### config.mk
export PLATFORM = sky130hd
export DESIGN_NAME = fpu_wb_queue_flat
export DESIGN_NICKNAME = d
export VERILOG_FILES = /design/src/rtl/pkg_opengpu.sv /design/src/rtl/fpu_wb_queue_if.sv /design/src/rtl/fpu_wb_queue.sv /design/src/flat_wrapper.sv
export SDC_FILE = /design/constraint.sdc
export NUM_CORES = 1
export LEC_CHECK = 0
export BUFFER_PORTS_ARGS = -buffer_cell sky130_fd_sc_hd__buf_2
export CAP_MARGIN = 15
export CORE_MARGIN = 3
export CORE_UTILIZATION = 35
export DETAILED_ROUTE_END_ITERATION = 6
export GPL_TIMING_DRIVEN = 0
export PLACE_DENSITY = 0.52
export SLEW_MARGIN = 30
export SYNTH_ARGS = -nofsm -noshare
export SYNTH_HDL_FRONTEND = slang
export SYNTH_SLANG_ARGS = --single-unit
export TNS_END_PERCENT = 30
### constraint.sdc
create_clock -name clk -period 6.8 [get_ports clk]
set_input_delay 0.34 -clock clk [delete_from_list [all_inputs] [get_ports clk]]
set_output_delay 0.34 -clock clk [all_outputs]
set_load 0.01 [all_outputs]
### src/rtl/pkg_opengpu.sv
// Shared OpenGPU datapath widths and the FPU writeback queue entry.
package pkg_opengpu;

   localparam int unsigned DATA_WIDTH = 32;
   localparam int unsigned FPU_RD_W   = 5;

   // One queued FPU result: payload, destination index and register-file select
   typedef struct packed {
      logic [DATA_WIDTH-1:0] result;
      logic [FPU_RD_W-1:0]   rd;
      logic                  fp_dst;
   } fpu_wb_entry_t;

endpackage

### src/rtl/fpu_wb_queue_if.sv
// Handshake bundle between the FPU, the writeback queue and the register-file writeback port.
interface fpu_wb_queue_if #(
   parameter int unsigned REG_ADDR_W = 5
);
   import pkg_opengpu::*;

   logic                  in_valid;
   logic                  in_ready;
   logic [DATA_WIDTH-1:0] in_result;
   logic [REG_ADDR_W-1:0] in_rd;
   logic                  in_fp_dst;

   logic                  wb_valid;
   logic                  wb_ready;
   logic [DATA_WIDTH-1:0] wb_result;
   logic [REG_ADDR_W-1:0] wb_rd;
   logic                  wb_fp_dst;

   // Surrounding pipeline: produces FPU results and consumes writebacks
   modport master (
      output in_valid, in_result, in_rd, in_fp_dst, wb_ready,
      input  in_ready, wb_valid, wb_result, wb_rd, wb_fp_dst
   );

   // The queue itself
   modport slave (
      input  in_valid, in_result, in_rd, in_fp_dst, wb_ready,
      output in_ready, wb_valid, wb_result, wb_rd, wb_fp_dst
   );

endinterface

### src/rtl/fpu_wb_queue.sv
// In-order FIFO of FPU results awaiting register-file writeback; no bypass, flush discards all.
module fpu_wb_queue
   import pkg_opengpu::*;
#(
   parameter int unsigned DEPTH      = 4,
   parameter int unsigned REG_ADDR_W = 5
) (
   input  logic                   clk,
   input  logic                   rst,
   fpu_wb_queue_if.slave          wbq,
   input  logic                   flush,
   output logic [$clog2(DEPTH):0] count
);

   localparam int unsigned PTR_W = $clog2(DEPTH);
   localparam int unsigned CNT_W = PTR_W + 1;

   fpu_wb_entry_t        mem [DEPTH];
   fpu_wb_entry_t        wr_entry;
   fpu_wb_entry_t        head;
   logic [PTR_W-1:0]     wr_ptr;
   logic [PTR_W-1:0]     rd_ptr;
   logic                 push;
   logic                 pop;

   // Handshakes; flush blocks acceptance and cancels any same-cycle retire
   assign wbq.in_ready = !rst && (count != CNT_W'(DEPTH)) && !flush;
   assign wbq.wb_valid = (count != '0);
   assign push         = wbq.in_valid && wbq.in_ready;
   assign pop          = wbq.wb_valid && wbq.wb_ready && !flush;

   assign wr_entry.result = wbq.in_result;
   assign wr_entry.rd     = FPU_RD_W'(wbq.in_rd);
   assign wr_entry.fp_dst = wbq.in_fp_dst;

   assign head          = mem[rd_ptr];
   assign wbq.wb_result = head.result;
   assign wbq.wb_rd     = REG_ADDR_W'(head.rd);
   assign wbq.wb_fp_dst = head.fp_dst;

   // Entry storage is deliberately left unreset; contents are meaningless while empty
   always_ff @(posedge clk) begin
      if (push) begin
         mem[wr_ptr] <= wr_entry;
      end
   end

   always_ff @(posedge clk or posedge rst) begin
      if (rst) begin
         wr_ptr <= '0;
         rd_ptr <= '0;
         count  <= '0;
      end else if (flush) begin
         wr_ptr <= '0;
         rd_ptr <= '0;
         count  <= '0;
      end else begin
         if (push) begin
            wr_ptr <= PTR_W'(wr_ptr + 1'b1);
         end
         if (pop) begin
            rd_ptr <= PTR_W'(rd_ptr + 1'b1);
         end
         case ({push, pop})
            2'b10:   count <= CNT_W'(count + 1'b1);
            2'b01:   count <= CNT_W'(count - 1'b1);
            default: count <= count;
         endcase
      end
   end

endmodule

### src/flat_wrapper.sv
// flat-port wrapper written by rule: the top's interface ports become plain ports
module fpu_wb_queue_flat import pkg_opengpu::*;
#(
   parameter int unsigned DEPTH      = 4,
   parameter int unsigned REG_ADDR_W = 5
)
  (clk, rst, flush, count, wbq_in_valid, wbq_in_result, wbq_in_rd, wbq_in_fp_dst, wbq_wb_ready, wbq_in_ready, wbq_wb_valid, wbq_wb_result, wbq_wb_rd, wbq_wb_fp_dst);
  fpu_wb_queue_if #(.REG_ADDR_W(REG_ADDR_W)) wbq_i ();
  input  logic clk;
  input  logic rst;
  input  logic flush;
  output logic [$clog2(DEPTH):0] count;
  input wire logic [$bits(wbq_i.in_valid)-1:0] wbq_in_valid;
  input wire logic [$bits(wbq_i.in_result)-1:0] wbq_in_result;
  input wire logic [$bits(wbq_i.in_rd)-1:0] wbq_in_rd;
  input wire logic [$bits(wbq_i.in_fp_dst)-1:0] wbq_in_fp_dst;
  input wire logic [$bits(wbq_i.wb_ready)-1:0] wbq_wb_ready;
  output wire logic [$bits(wbq_i.in_ready)-1:0] wbq_in_ready;
  output wire logic [$bits(wbq_i.wb_valid)-1:0] wbq_wb_valid;
  output wire logic [$bits(wbq_i.wb_result)-1:0] wbq_wb_result;
  output wire logic [$bits(wbq_i.wb_rd)-1:0] wbq_wb_rd;
  output wire logic [$bits(wbq_i.wb_fp_dst)-1:0] wbq_wb_fp_dst;
  assign wbq_i.in_valid = wbq_in_valid;
  assign wbq_i.in_result = wbq_in_result;
  assign wbq_i.in_rd = wbq_in_rd;
  assign wbq_i.in_fp_dst = wbq_in_fp_dst;
  assign wbq_i.wb_ready = wbq_wb_ready;
  assign wbq_in_ready = wbq_i.in_ready;
  assign wbq_wb_valid = wbq_i.wb_valid;
  assign wbq_wb_result = wbq_i.wb_result;
  assign wbq_wb_rd = wbq_i.wb_rd;
  assign wbq_wb_fp_dst = wbq_i.wb_fp_dst;
  fpu_wb_queue #(.DEPTH(DEPTH), .REG_ADDR_W(REG_ADDR_W)) u_core (.clk(clk), .rst(rst), .wbq(wbq_i), .flush(flush), .count(count));
endmodule
After elaboration in Yosys (flattened, before gate mapping)

Memory sizes are Yosys's and may differ from the RTL's.
Index checks and enable logic that the tools add are counted.

Bits of input ports: 43
Memory bits (read-only): 0
Logic and storage cells: 30
Memories kept: 1
Memory bits (writable): 152
Output and inout bits: 43
Bits in registers: 7
Latch bits: 0

Div/mod/pow operators: 0
Equality and inequality tests: 3
Order comparisons: 0
Bitwise operators: 0
Mux-type cells: 8
Shift operators: 0
Add/subtract/negate cells: 4
Multiply operators: 0
Reduce and logical (&&, ||, !) cells: 11

Memories:

| name       | words | width | read ports | clocked after memory_dff | write ports | line               | source |
|---|---|---|---|---|---|---|---|
| u_core.mem | 4     | 38    | 1          | 0                        | 1           | fpu_wb_queue.sv:18 | `fpu_wb_entry_t mem [DEPTH];` |

Operator list:

| operator                                         | number |
|---|---|
| 2-to-1 mux 2 bit                                 | 4 |
| one-hot mux 3 bit (2 select lines)               | 1 |
| nonzero test 3 bit                               | 2 |
| logical AND 1 bit                                | 5 |
| adder 2 x 1 -> 2 bit, second input constant      | 2 |
| nonzero test 2 bit                               | 2 |
| adder 3 x 1 -> 3 bit, second input constant      | 1 |
| 2-to-1 mux 3 bit                                 | 1 |
| inequality test 3 bit, second input constant     | 1 |
| subtractor 3 x 1 -> 3 bit, second input constant | 1 |
| == test 2 x 1 -> 1 bit, second input constant    | 1 |
| == test 2 bit, second input constant             | 1 |
| logical NOT 1 bit                                | 2 |
| 2-to-1 mux 1 bit                                 | 2 |

Depth between registers and ports, before layout

Gate-level depths: netlist of the first run.

Depth in word-level cells: 7
Mapped depth: 9
Depth with buffers taken out: 8

Worst setup path after synthesis of the first run

OpenSTA, ideal clock, no wires.

Kind: reg-to-reg
From: reg u_core.count[2]
To: mem u_core.mem[0][0] in the netlist's numbering, enable pin
Period minus slack after synthesis: 2.423 ns
Data required time: 6.401 ns
Data arrival time: 2.024 ns
Buffers on the path: 1
Library setup time: 0.399 ns
Cell stages (with the launch flop): 5
Slack: 4.377 ns
Path through: dfrtp_1 > nor3b_2 > nor4b_4 > buf_6 > and2_1

Word-level cells in the longest chain between the ends: 6

RTL lines:

| item                                   | line               | source |
|---|---|---|
| from (decl)                            | fpu_wb_queue.sv:12 | `output logic [$clog2(DEPTH):0] count` |
| from (signal assigned)                 | fpu_wb_queue.sv:65 | `2'b10: count <= CNT_W'(count + 1'b1);` |
| from (signal assigned)                 | fpu_wb_queue.sv:66 | `2'b01: count <= CNT_W'(count - 1'b1);` |
| from (signal assigned)                 | fpu_wb_queue.sv:67 | `default: count <= count;` |
| inequality test 3 bit                  | fpu_wb_queue.sv:27 | `assign wbq.in_ready = !rst && (count != CNT_W'(DEPTH)) && !flush;` |
| logical AND 1 bit (2 in a row)         | fpu_wb_queue.sv:27 |  |
| logical AND 1 bit                      | fpu_wb_queue.sv:29 | `assign push = wbq.in_valid && wbq.in_ready;` |
| 2-to-1 mux 1 bit                       | fpu_wb_queue.sv:43 | `if (push) begin` |
| 2-to-1 mux 1 bit (not written as such) | fpu_wb_queue.sv:44 | `mem[wr_ptr] <= wr_entry;` |
| to (decl)                              | fpu_wb_queue.sv:18 |  |

No other way between the ends.

Final worst setup path of the first run

From: reg u_core.rd_ptr[1]
To: out wbq_wb_result[8]

Word-level cells in the longest chain between the ends: 1

RTL lines:

| item                   | line               | source |
|---|---|---|
| from (decl)            | fpu_wb_queue.sv:22 | `logic [PTR_W-1:0] rd_ptr;` |
| from (signal assigned) | fpu_wb_queue.sv:62 | `rd_ptr <= PTR_W'(rd_ptr + 1'b1);` |
| memory (4 x 38 bit)    | --                 |  |
| to (decl)              | flat_wrapper.sv:20 | `output wire logic [$bits(wbq_i.wb_result)-1:0] wbq_wb_result;` |

No other way between the ends.

==> results of run 1 <==
-- layout make-up --
| type | instances | share of cell area |
|---|---|---|
| repair buffers | 90 | 0.07001 |
| well taps | 220 | 0.03738 |
| plain buffers | 11 | 0.007477 |
| inverters | 3 | 0.001529 |
| clock inverters | 5 | 0.003738 |
| flip-flops and latches | 159 | 0.6437 |
| multi-input cells | 76 | 0.1635 |
| clock buffers | 27 | 0.07273 |
-- layer usage --
layer  up-vias  part of all wire  wire, um  track usage
li1       1257                 -         -            -
met1      1436              0.43      4677       0.1546
met2        72              0.50      5455       0.2076
met3        18             0.055       596      0.03750
met4         2             0.017       189      0.04989
met5         -           0.00073         8            0
-- worst max-delay path, cell delays in order (launching register included) --
cell	delay (ns)
dfrtp_1	0.37
clkbuf_1	0.55
buf_2	0.40
mux4_2	0.37
buf_2	0.16
-- synth_stat cells --
cell         n  area share
a2bb2oi_2    1      0.0025
nand2b_1     2      0.0021
and2_1       4      0.0042
mux2_4       1      0.0025
mux4_2      38        0.14
ha_1         4      0.0083
inv_1        3      0.0019
mux2_1       1      0.0019
nor4b_4      1      0.0040
nor4_1       1      0.0010
edfxtp_1   152        0.76
nand3b_1     1      0.0013
fa_1         1      0.0033
mux2_2       1      0.0019
dfrtp_1      7       0.029
nand2_4      1      0.0019
or3_4        1      0.0019
nand2_1      2      0.0013
nor2_1       5      0.0031
xor2_1       2      0.0029
buf_6        1      0.0019
nor3b_2      1      0.0021
mux2i_1      1      0.0017
nand3_1      1     0.00083
nor2b_1      2      0.0021
o31ai_1      1      0.0013
xor2_2       1      0.0027
buf_2        5      0.0042
nor3_1       2      0.0017
clkbuf_1     5      0.0031
-- state kept, by name, indices dropped and copies added, names as in the netlist --
name,flops
u_core.mem,152
u_core.rd_ptr,2
u_core.count,3
u_core.wr_ptr,2
-- final timing paths --
check,endpoint,slack [ns],cells after the start
max,wbq_wb_result[8],4.19,4
min,u_core.mem[1][2]$_DFFE_PP_,0.14,1
max reg2reg,u_core.count[2]$_DFFE_PP0P_,4.43,8
min reg2reg,u_core.wr_ptr[0]$_DFFE_PP0P_,0.61,1
max in group asynchronous,u_core.wr_ptr[0]$_DFFE_PP0P_,6.13,3
min in group asynchronous,u_core.count[0]$_DFFE_PP0P_,0.45,3
-- power groups by stage --
stage	clock network, mW	registers [mW]	logic (mW)
floorplan	0	1.15	0.273
global placement	0	1.15	0.414
detailed placement	0	1.15	0.423
CTS	0.902	1.13	0.424
global route	0.944	1.13	0.455
finish	0.879	1.13	0.409
-- through the flow --
stage	setup slack (ns)	util	cells
detailed placement	4.431	0.4066	558
global placement	3.519	0.4012	554
finish	4.194	0.4409	591
global route	4.007	0.4409	591
CTS	4.118	0.4409	591
floorplan	4.377	-	249
-- kinds of logic after synthesis --
| group | synth area share |
|---|---|
| xor+xnor | 0.005632 |
| compound gates | 0.003754 |
| simple gates | 0.02732 |
| fa+ha+maj | 0.01168 |
| buf+inv | 0.01105 |
| mux | 0.1506 |
| flops | 0.7900 |
-- timing repair --
action	4_1_cts	5_1_grt
hold buffers	1	0
endpoints found under the hold margin	7	0
buffers inserted	0	0
==> results.py, run 1 <==
metrics = {
    "timing": {
        "relSlewSlack": 0.5107,
        "finalSetupViolCount": 0,
        "hold_viol_final": 0,
        "tightest_slew_ns": 0.7339,
        "fin_crit_ns": 2.606,
        "max_clock_freq_ghz": 0.3837,
        "setup_tns_ns": 0,
        "fin_worst_skew_ns": 0.009737,
        "fin_crit_sh": 0.3833,
        "maxSlewViolCount": 0,
        "rsz0062_at_grt": "false",
        "fin_hold_ws_ns": 0.1422,
    },
    "placed_design": {
        "gp_congestion": 0.7029,
        "dpl_cell_area_um2": 6790,
        "hpwlAfterDp_mm": 6.997,
        "numPortBuffers": 85,
    },
    "die": {
        "die_w_um": 136.9,
        "row_count": 47,
        "start_util": 0.3592,
        "coreArea_um2": 16700,
        "die_h_um": 136.9,
        "die_area_um2": 18750,
        "io_pins": 86,
    },
    "logic_synthesis": {
        "synthesis.nets": 297,
        "ys_seq_elements": 159,
        "synth_area_per_cell_um2": 24.09,
        "yosysSeqAreaShare": 0.7900,
        "synth_area_um2": 6000,
        "postSynthCellCount": 249,
        "yosys_warnings": 0,
        "synth_cell_types": 30,
    },
    "cells_and_area": {
        "syn_to_final_growth_pct": 22.73,
        "regArea_um2": 4740,
        "nets": 406,
        "diodes": 0,
        "drive_gt1_frac": 0.4636,
        "multi_input_area_um2": 1204,
        "fillers": 1480,
        "final_cell_mix": "edfxtp_1, buf_2, mux4_2, clkbuf_16, clkbuf_1",
        "final_common_cell": "edfxtp_1",
        "final_area_um2": 7363,
    },
    "worst_setup_path": {
        "regToRegStartpoint": "u_core.count[2]$_DFFE_PP0P_",
        "end_kind": "output port",
        "worstPathArrival_ns": 2.27,
        "crit_path_start_kind": "register",
        "startpoint": "u_core.rd_ptr[1]$_DFFE_PP0P_",
        "path_max_fanout": 10,
        "required_ns": 6.46,
        "path_class": "register to output port",
    },
    "clock_tree": {
        "clock_sinks": 159,
        "cts_buffer_depth": 2,
        "root_buffer": "clkbuf_16",
        "htree_levels": 4,
        "post_cts_resized": 0,
        "cts_tree": "yes",
        "clk_pin_slew_ns": 0.06,
        "cts_buffers": 17,
        "clkLatencyLatePin_ns": 0.41,
    },
    "power": {
        "p_seq_frac": 0.466,
        "p_sw_frac": 0.2333,
        "clock_power_share": 0.364,
        "power.density_nw_per_um2": 327.9,
        "cellInternalPower_mw": 1.851,
        "switchingPower_mw": 0.5633,
        "power_mw": 2.414,
        "p_leak_nw": 2.517,
        "combPwrFrac": 0.170,
        "vdd_ir_drop_max_v": 0.0001802,
    },
    "detailed_routing": {
        "dr.pass1.iters": 4,
        "num_vias": 2785,
        "post_drt_wl_per_cell_um": 18.49,
        "ant_nets": 0,
        "wl_mm": 10.93,
        "drc": 0,
        "first_iter_violations": 90,
        "viasPerCell": 4.712,
    },
    "worst_hold_path": {
        "hp-start": "wbq_in_rd[1]",
        "hp-class": "input port to register",
    },
    "global_routing": {
        "grt_pass1_vias": 2992,
        "antenna_found_initial": 1,
        "grt_usage": 0.1254,
        "grt_max_degree": 31,
        "grt_pass1_wl_mm": 16.75,
        "gr-total-overflow": 0,
    },
    "run": {
        "maxCapViolations": 0,
    },
    "outcome": {
        "status": "finished, final reports clean",
    },
}
No activity file was read; power rests on OpenSTA's default activity.
==> run 2: changes to the inputs <==
==> constraint.sdc (replaced) <==
create_clock -name clk -period 2.4 [get_ports clk]
set_input_delay 0.12 -clock clk [delete_from_list [all_inputs] [get_ports clk]]
set_output_delay 0.12 -clock clk [all_outputs]
set_load 0.01 [all_outputs]
==> run 2 against run 1 <==
  * Register-to-register slack got worse by 4.3 ns
  * Power grew to 2.9 times the previous value
  * Final cell count increased by 6.6%
  * Global-route usage increased by 0.15 points
  * Setup slack worse by 4.1 ns
  * Core utilization rose by 2.4 points
  * Design area rose by 5.5%
  * Clock power grew to 3.0 times the previous value
  * Wire length rose by 2.9%
  * Worst hold slack lost 0.025 ns
  * Largest cell class unchanged
  * Largest power group unchanged
==> results.py, run 2 (same netlist as run 1, synthesis figures left out) <==
metrics = {
    "run": {
        "maxCapViolations": 0,
    },
    "die": {
        "die_area_um2": 18750,
        "die_h_um": 136.9,
        "io_pins": 86,
        "die_w_um": 136.9,
        "coreArea_um2": 16700,
        "row_count": 47,
        "start_util": 0.3592,
    },
    "cells_and_area": {
        "nets": 445,
        "final_cell_mix": "edfxtp_1, buf_2, dlygate4sd3_1, mux4_2, clkbuf_16",
        "stdcell_count": 630,
        "largest_reg_flops": 152,
        "regMostFlops": "u_core.mem",
        "drive_gt1_frac": 0.4268,
        "final_common_cell": "edfxtp_1",
        "final_core_util": 0.4649,
        "reg_top3": "u_core.mem x152, u_core.count x3",
        "diodes": 0,
        "syn_to_final_growth_pct": 29.43,
        "final_area_um2": 7765,
    },
    "power": {
        "switchingPower_mw": 1.624,
        "p_seq_frac": 0.451,
        "p_leak_nw": 2.695,
        "combPwrFrac": 0.173,
        "power.density_nw_per_um2": 912.6,
        "vdd_ir_drop_max_v": 0.0004771,
        "cellInternalPower_mw": 5.463,
        "p_sw_frac": 0.2291,
        "clock_power_share": 0.376,
    },
    "placed_design": {
        "hpwlAfterDp_mm": 6.659,
        "numPortBuffers": 85,
        "placed_cells": 556,
        "gp_congestion": 0.6808,
        "dpl_cell_area_um2": 6750,
    },
    "detailed_routing": {
        "viasPerCell": 4.692,
        "ant_nets": 0,
        "dr.pass1.iters": 5,
        "drc": 0,
        "wl_mm": 11.24,
        "post_drt_wl_per_cell_um": 17.84,
        "first_iter_violations": 143,
        "num_vias": 2956,
    },
    "outcome": {
        "status": "finished, final reports clean",
    },
    "clock_tree": {
        "cts_buffer_depth": 2,
        "root_buffer": "clkbuf_16",
        "cts_tree": "yes",
        "clkLatencyLatePin_ns": 0.41,
        "clock_sinks": 159,
        "cts_buffers": 17,
        "htree_levels": 4,
        "clk_pin_slew_ns": 0.06,
    },
    "timing": {
        "tightest_slew_ns": 0.7382,
        "fin_crit_ns": 2.314,
        "finalSetupViolCount": 0,
        "fin_crit_sh": 0.9641,
        "hold_viol_final": 0,
        "relSlewSlack": 0.5079,
        "max_clock_freq_ghz": 0.4322,
        "fin_worst_skew_ns": 0.005487,
        "maxSlewViolCount": 0,
    },
    "global_routing": {
        "grt_pass1_wl_mm": 17.26,
        "grt_pass1_vias": 3033,
        "antenna_found_initial": 0,
        "gr-total-overflow": 0,
        "grt_usage": 0.1269,
        "grt_max_degree": 39,
    },
    "worst_setup_path": {
        "reg2reg_to": "u_core.count[2]$_DFFE_PP0P_",
        "path_class": "register to register",
        "worstPathArrival_ns": 2.61,
        "r2r_setup_slack_ns": 0.09,
        "required_ns": 2.70,
        "end_kind": "register",
        "path_max_fanout": 5,
        "worstRegToRegCells": 8,
        "crit_path_start_kind": "register",
        "regToRegStartpoint": "u_core.count[2]$_DFFE_PP0P_",
    },
    "worst_hold_path": {
        "holdPathEnd": "u_core.rd_ptr[0]$_DFFE_PP0P_",
        "min_delay_path_depth": 4,
        "hp-class": "input port to register",
        "hp-start": "wbq_wb_ready",
    },
}
==> run 2: routing by layer <==
metal,global-route usage,share of wire,vias up
met1,0.1752,0.46,1535
met3,0.04632,0.058,12
met2,0.1869,0.47,75
met4,0.04324,0.012,0
li1,-,-,1334
met5,0,0,-
==> run 2: worst max-delay path by stage <==
stage,start,endpoint,cells after the start
after floorplan,u_core.count[2]$_DFFE_PP0P_,u_core.mem[0][0]$_DFFE_PP_,4
after global placement,u_core.count[2]$_DFFE_PP0P_,u_core.mem[1][0]$_DFFE_PP_,4
after detailed placement,u_core.count[2]$_DFFE_PP0P_,u_core.count[2]$_DFFE_PP0P_,8
after CTS,u_core.count[2]$_DFFE_PP0P_,u_core.count[2]$_DFFE_PP0P_,8
after global routing,u_core.count[2]$_DFFE_PP0P_,u_core.count[2]$_DFFE_PP0P_,8
final,u_core.count[2]$_DFFE_PP0P_,u_core.count[2]$_DFFE_PP0P_,8
==> run 2: layout make-up <==
type | count | area (um^2)
Multi-Input combinational cell | 76 | 1204
Sequential cell | 159 | 4740
Timing Repair Buffer | 129 | 878.3
Fill cell | 1427 | 8936
Tap cell | 220 | 275.3
Clock buffer | 27 | 523.0
Inverter | 3 | 11.26
Buffer | 11 | 56.30
Clock inverter | 5 | 77.57
==> run 2: repair_timing <==
item	4_1_cts	5_1_grt
buffers inserted	0	3
endpoints found under the hold margin	159	0
gates resized for setup	1	0
endpoints found under the setup margin	10	1
hold buffers	39	0
cloned	0	0
pin swaps	0	1
==> run 2: critical path: stages, from the launching register on <==
cell       delay [ns]
dfrtp_1          0.42
nor3b_2          0.20
nor4b_4          0.32
buf_6            0.15
nor3_1           0.04
fa_1             0.40
nand3b_1         0.18
a2bb2oi_2        0.17
mux2_4           0.30
==> run 2: power groups by stage <==
stage | registers, mW | clock network [mW] | logic [mW]
floorplan | 3.25 | 0 | 0.773
global route | 3.20 | 2.87 | 1.35
global placement | 3.25 | 0 | 1.18
CTS | 3.19 | 2.74 | 1.25
detailed placement | 3.25 | 0 | 1.20
finish | 3.19 | 2.67 | 1.22
==> run 2: metrics by stage <==
| stage | setup TNS (ns) | power (mW) | hold WS, ns | setup WS, ns |
|---|---|---|---|---|
| 4_1_cts | 0 | 7.193 | 0.09398 | 0.02737 |
| 2_1_floorplan | -1.760 | 4.020 | -0.07660 | -0.02315 |
| 6_report | 0 | 7.086 | 0.1176 | 0.08628 |
| 5_1_grt | -0.01662 | 7.416 | 0.1021 | -0.01662 |
| 3_5_place_dp | 0 | 4.449 | 0.1231 | 0.04114 |
| 3_3_place_gp | -69.88 | 4.424 | 0.1214 | -0.8658 |
==> run 3: changes to the inputs <==
--- a/config.mk
+++ b/config.mk
@@ -7,11 +7,13 @@
 export LEC_CHECK = 0
 export BUFFER_PORTS_ARGS = -buffer_cell sky130_fd_sc_hd__buf_2
 export CAP_MARGIN = 15
+export CELL_PAD_IN_SITES_DETAIL_PLACEMENT = 1
+export CELL_PAD_IN_SITES_GLOBAL_PLACEMENT = 1
 export CORE_MARGIN = 3
 export CORE_UTILIZATION = 35
 export DETAILED_ROUTE_END_ITERATION = 6
 export GPL_TIMING_DRIVEN = 0
-export PLACE_DENSITY = 0.52
+export PLACE_DENSITY = 0.58
 export SLEW_MARGIN = 30
 export SYNTH_ARGS = -nofsm -noshare
 export SYNTH_HDL_FRONTEND = slang
==> run 3 against run 2 <==
  * Fmax increased by 1.0%
  * Combinational power about the same
  * Highest routed layer unchanged
  * Worst hold slack got worse by 0.0070 ns
  * Power increased by 2.3%
  * Design area increased by 0.45%
==> results.py, run 3 (same netlist as run 1, synthesis figures left out) <==
metrics = {
    "outcome": {
        "status": "finished, final reports clean",
    },
    "detailed_routing": {
        "dr.pass1.iters": 4,
        "wl_mm": 11.96,
        "drc": 0,
        "post_drt_wl_per_cell_um": 18.98,
        "wl_met2_mm": 6.287,
        "num_vias": 2975,
        "viasPerCell": 4.722,
        "top_layer": "met4",
        "first_iter_violations": 105,
        "wl_met3_um": 540,
        "wl_met1_mm": 4.999,
        "ant_nets": 0,
    },
    "worst_setup_path": {
        "worstPathArrival_ns": 2.59,
        "path_max_fanout": 4,
        "required_ns": 2.70,
        "path_class": "register to register",
        "end_kind": "register",
        "crit_path_start_kind": "register",
    },
    "power": {
        "p_seq_frac": 0.441,
        "p_sw_frac": 0.2372,
        "power.density_nw_per_um2": 929.4,
        "cellInternalPower_mw": 5.530,
        "power_mw": 7.249,
        "switchingPower_mw": 1.719,
        "vdd_ir_drop_max_v": 0.0004925,
        "p_leak_nw": 2.694,
        "combPwrFrac": 0.172,
        "clock_power_share": 0.387,
    },
    "die": {
        "die_w_um": 136.9,
        "die_h_um": 136.9,
        "start_util": 0.3592,
        "coreArea_um2": 16700,
        "io_pins": 86,
        "die_area_um2": 18750,
        "row_count": 47,
    },
    "placed_design": {
        "gp_congestion": 0.6693,
        "hpwlAfterDp_mm": 7.287,
        "numPortBuffers": 85,
        "placed_cells": 556,
    },
    "clock_tree": {
        "clkLatencyLatePin_ns": 0.41,
        "htree_levels": 4,
        "cts_tree": "yes",
        "cts_buffers": 17,
        "root_buffer": "clkbuf_16",
        "cts_buffer_depth": 2,
        "clk_pin_slew_ns": 0.06,
        "clock_sinks": 159,
    },
    "cells_and_area": {
        "largest_reg_flops": 152,
        "stdcell_count": 630,
        "fillers": 1572,
        "regMostFlops": "u_core.mem",
        "diodes": 0,
        "syn_to_final_growth_pct": 30.01,
        "regArea_um2": 4742,
        "final_cell_mix": "edfxtp_1, buf_2, dlygate4sd3_1, mux4_2, clkbuf_16",
        "reg_top3": "u_core.mem x152, u_core.count x3",
        "final_common_cell": "edfxtp_1",
        "nets": 445,
        "drive_gt1_frac": 0.4415,
        "multi_input_area_um2": 1219,
    },
    "timing": {
        "rsz0062_at_grt": "false",
        "relSlewSlack": 0.5163,
        "fin_crit_sh": 0.9545,
        "fin_crit_ns": 2.291,
        "tightest_slew_ns": 0.7256,
        "maxSlewViolCount": 0,
        "max_clock_freq_ghz": 0.4365,
        "hold_viol_final": 0,
        "fin_worst_skew_ns": 0.006030,
        "fin_hold_ws_ns": 0.1107,
        "finalSetupViolCount": 0,
    },
    "global_routing": {
        "grt_max_degree": 39,
        "grt_usage": 0.1375,
        "grt_pass1_vias": 3366,
        "antenna_found_initial": 0,
        "grt_pass1_wl_mm": 18.80,
        "gr-total-overflow": 0,
    },
    "run": {
        "maxCapViolations": 0,
    },
    "worst_hold_path": {
        "hp-class": "input port to register",
    },
}
[run 3: cell type report]
class	instances	area share
clock inverters	14	0.02422
plain buffers	11	0.007218
flip-flops and latches	159	0.6080
multi-input cells	76	0.1562
well taps	220	0.03529
repair buffers	129	0.1126
inverters	3	0.001444
clock buffers	18	0.05502
[run 3: final timing paths]
check,cells past startpoint,to,slack [ns],start
max,8,u_core.count[2]$_DFFE_PP0P_,0.11,u_core.count[2]$_DFFE_PP0P_
min,4,u_core.rd_ptr[0]$_DFFE_PP0P_,0.11,wbq_wb_ready
max reg2reg,8,u_core.count[2]$_DFFE_PP0P_,0.11,u_core.count[2]$_DFFE_PP0P_
min reg2reg,1,u_core.wr_ptr[0]$_DFFE_PP0P_,0.60,u_core.wr_ptr[0]$_DFFE_PP0P_
max in group asynchronous,3,u_core.count[1]$_DFFE_PP0P_,1.90,rst
min in group asynchronous,3,u_core.count[2]$_DFFE_PP0P_,0.25,rst
[run 3: worst max-delay path, stage by stage, from the launching register on]
cell and delay (ns):
dfrtp_1 0.41, nor3b_4 0.18, nor4b_4 0.37, buf_6 0.16, nor3_1 0.05, fa_2 0.36
nand3b_1 0.17, a2bb2oi_2 0.18, mux2_4 0.30
[run 3: per-stage QoR]
step / worst slack (ns) / util / setup TNS [ns] / cell area [um^2]
after floorplan: -0.02315 / - / -1.760 / 6002
after global placement: -0.8706 / 0.4013 / -71.72 / 6703
after detailed placement: 0.02259 / 0.4042 / 0 / 6750
after CTS: 0.007438 / 0.4646 / 0 / 7760
after global routing: 0.003090 / 0.4670 / 0 / 7800
final: 0.1093 / 0.4670 / 0 / 7800
[run 3: per-layer routing]
metal | vias up | track usage
met5 | - | 0
met4 | 0 | 0.04989
met3 | 12 | 0.03971
met2 | 70 | 0.2371
met1 | 1558 | 0.1643
li1 | 1335 | -
[run 3: timing repair]
| item | 4_1_cts | 5_1_grt |
|---|---|---|
| setup endpoints to repair | 10 | 1 |
| endpoints found under the hold margin | 159 | 0 |
| resized for setup | 1 | 5 |
| hold buffers | 39 | 0 |
| setup buffers | 0 | 3 |
| pin swaps | 0 | 1 |
[run 3: power by group through the flow]
stage | Sequential [mW] | Clock (mW) | Combinational, mW
after CTS | 3.19 | 2.86 | 1.26
after detailed placement | 3.25 | 0 | 1.20
after global placement | 3.25 | 0 | 1.18
after global routing | 3.21 | 2.97 | 1.38
final | 3.20 | 2.80 | 1.25
after floorplan | 3.25 | 0 | 0.773
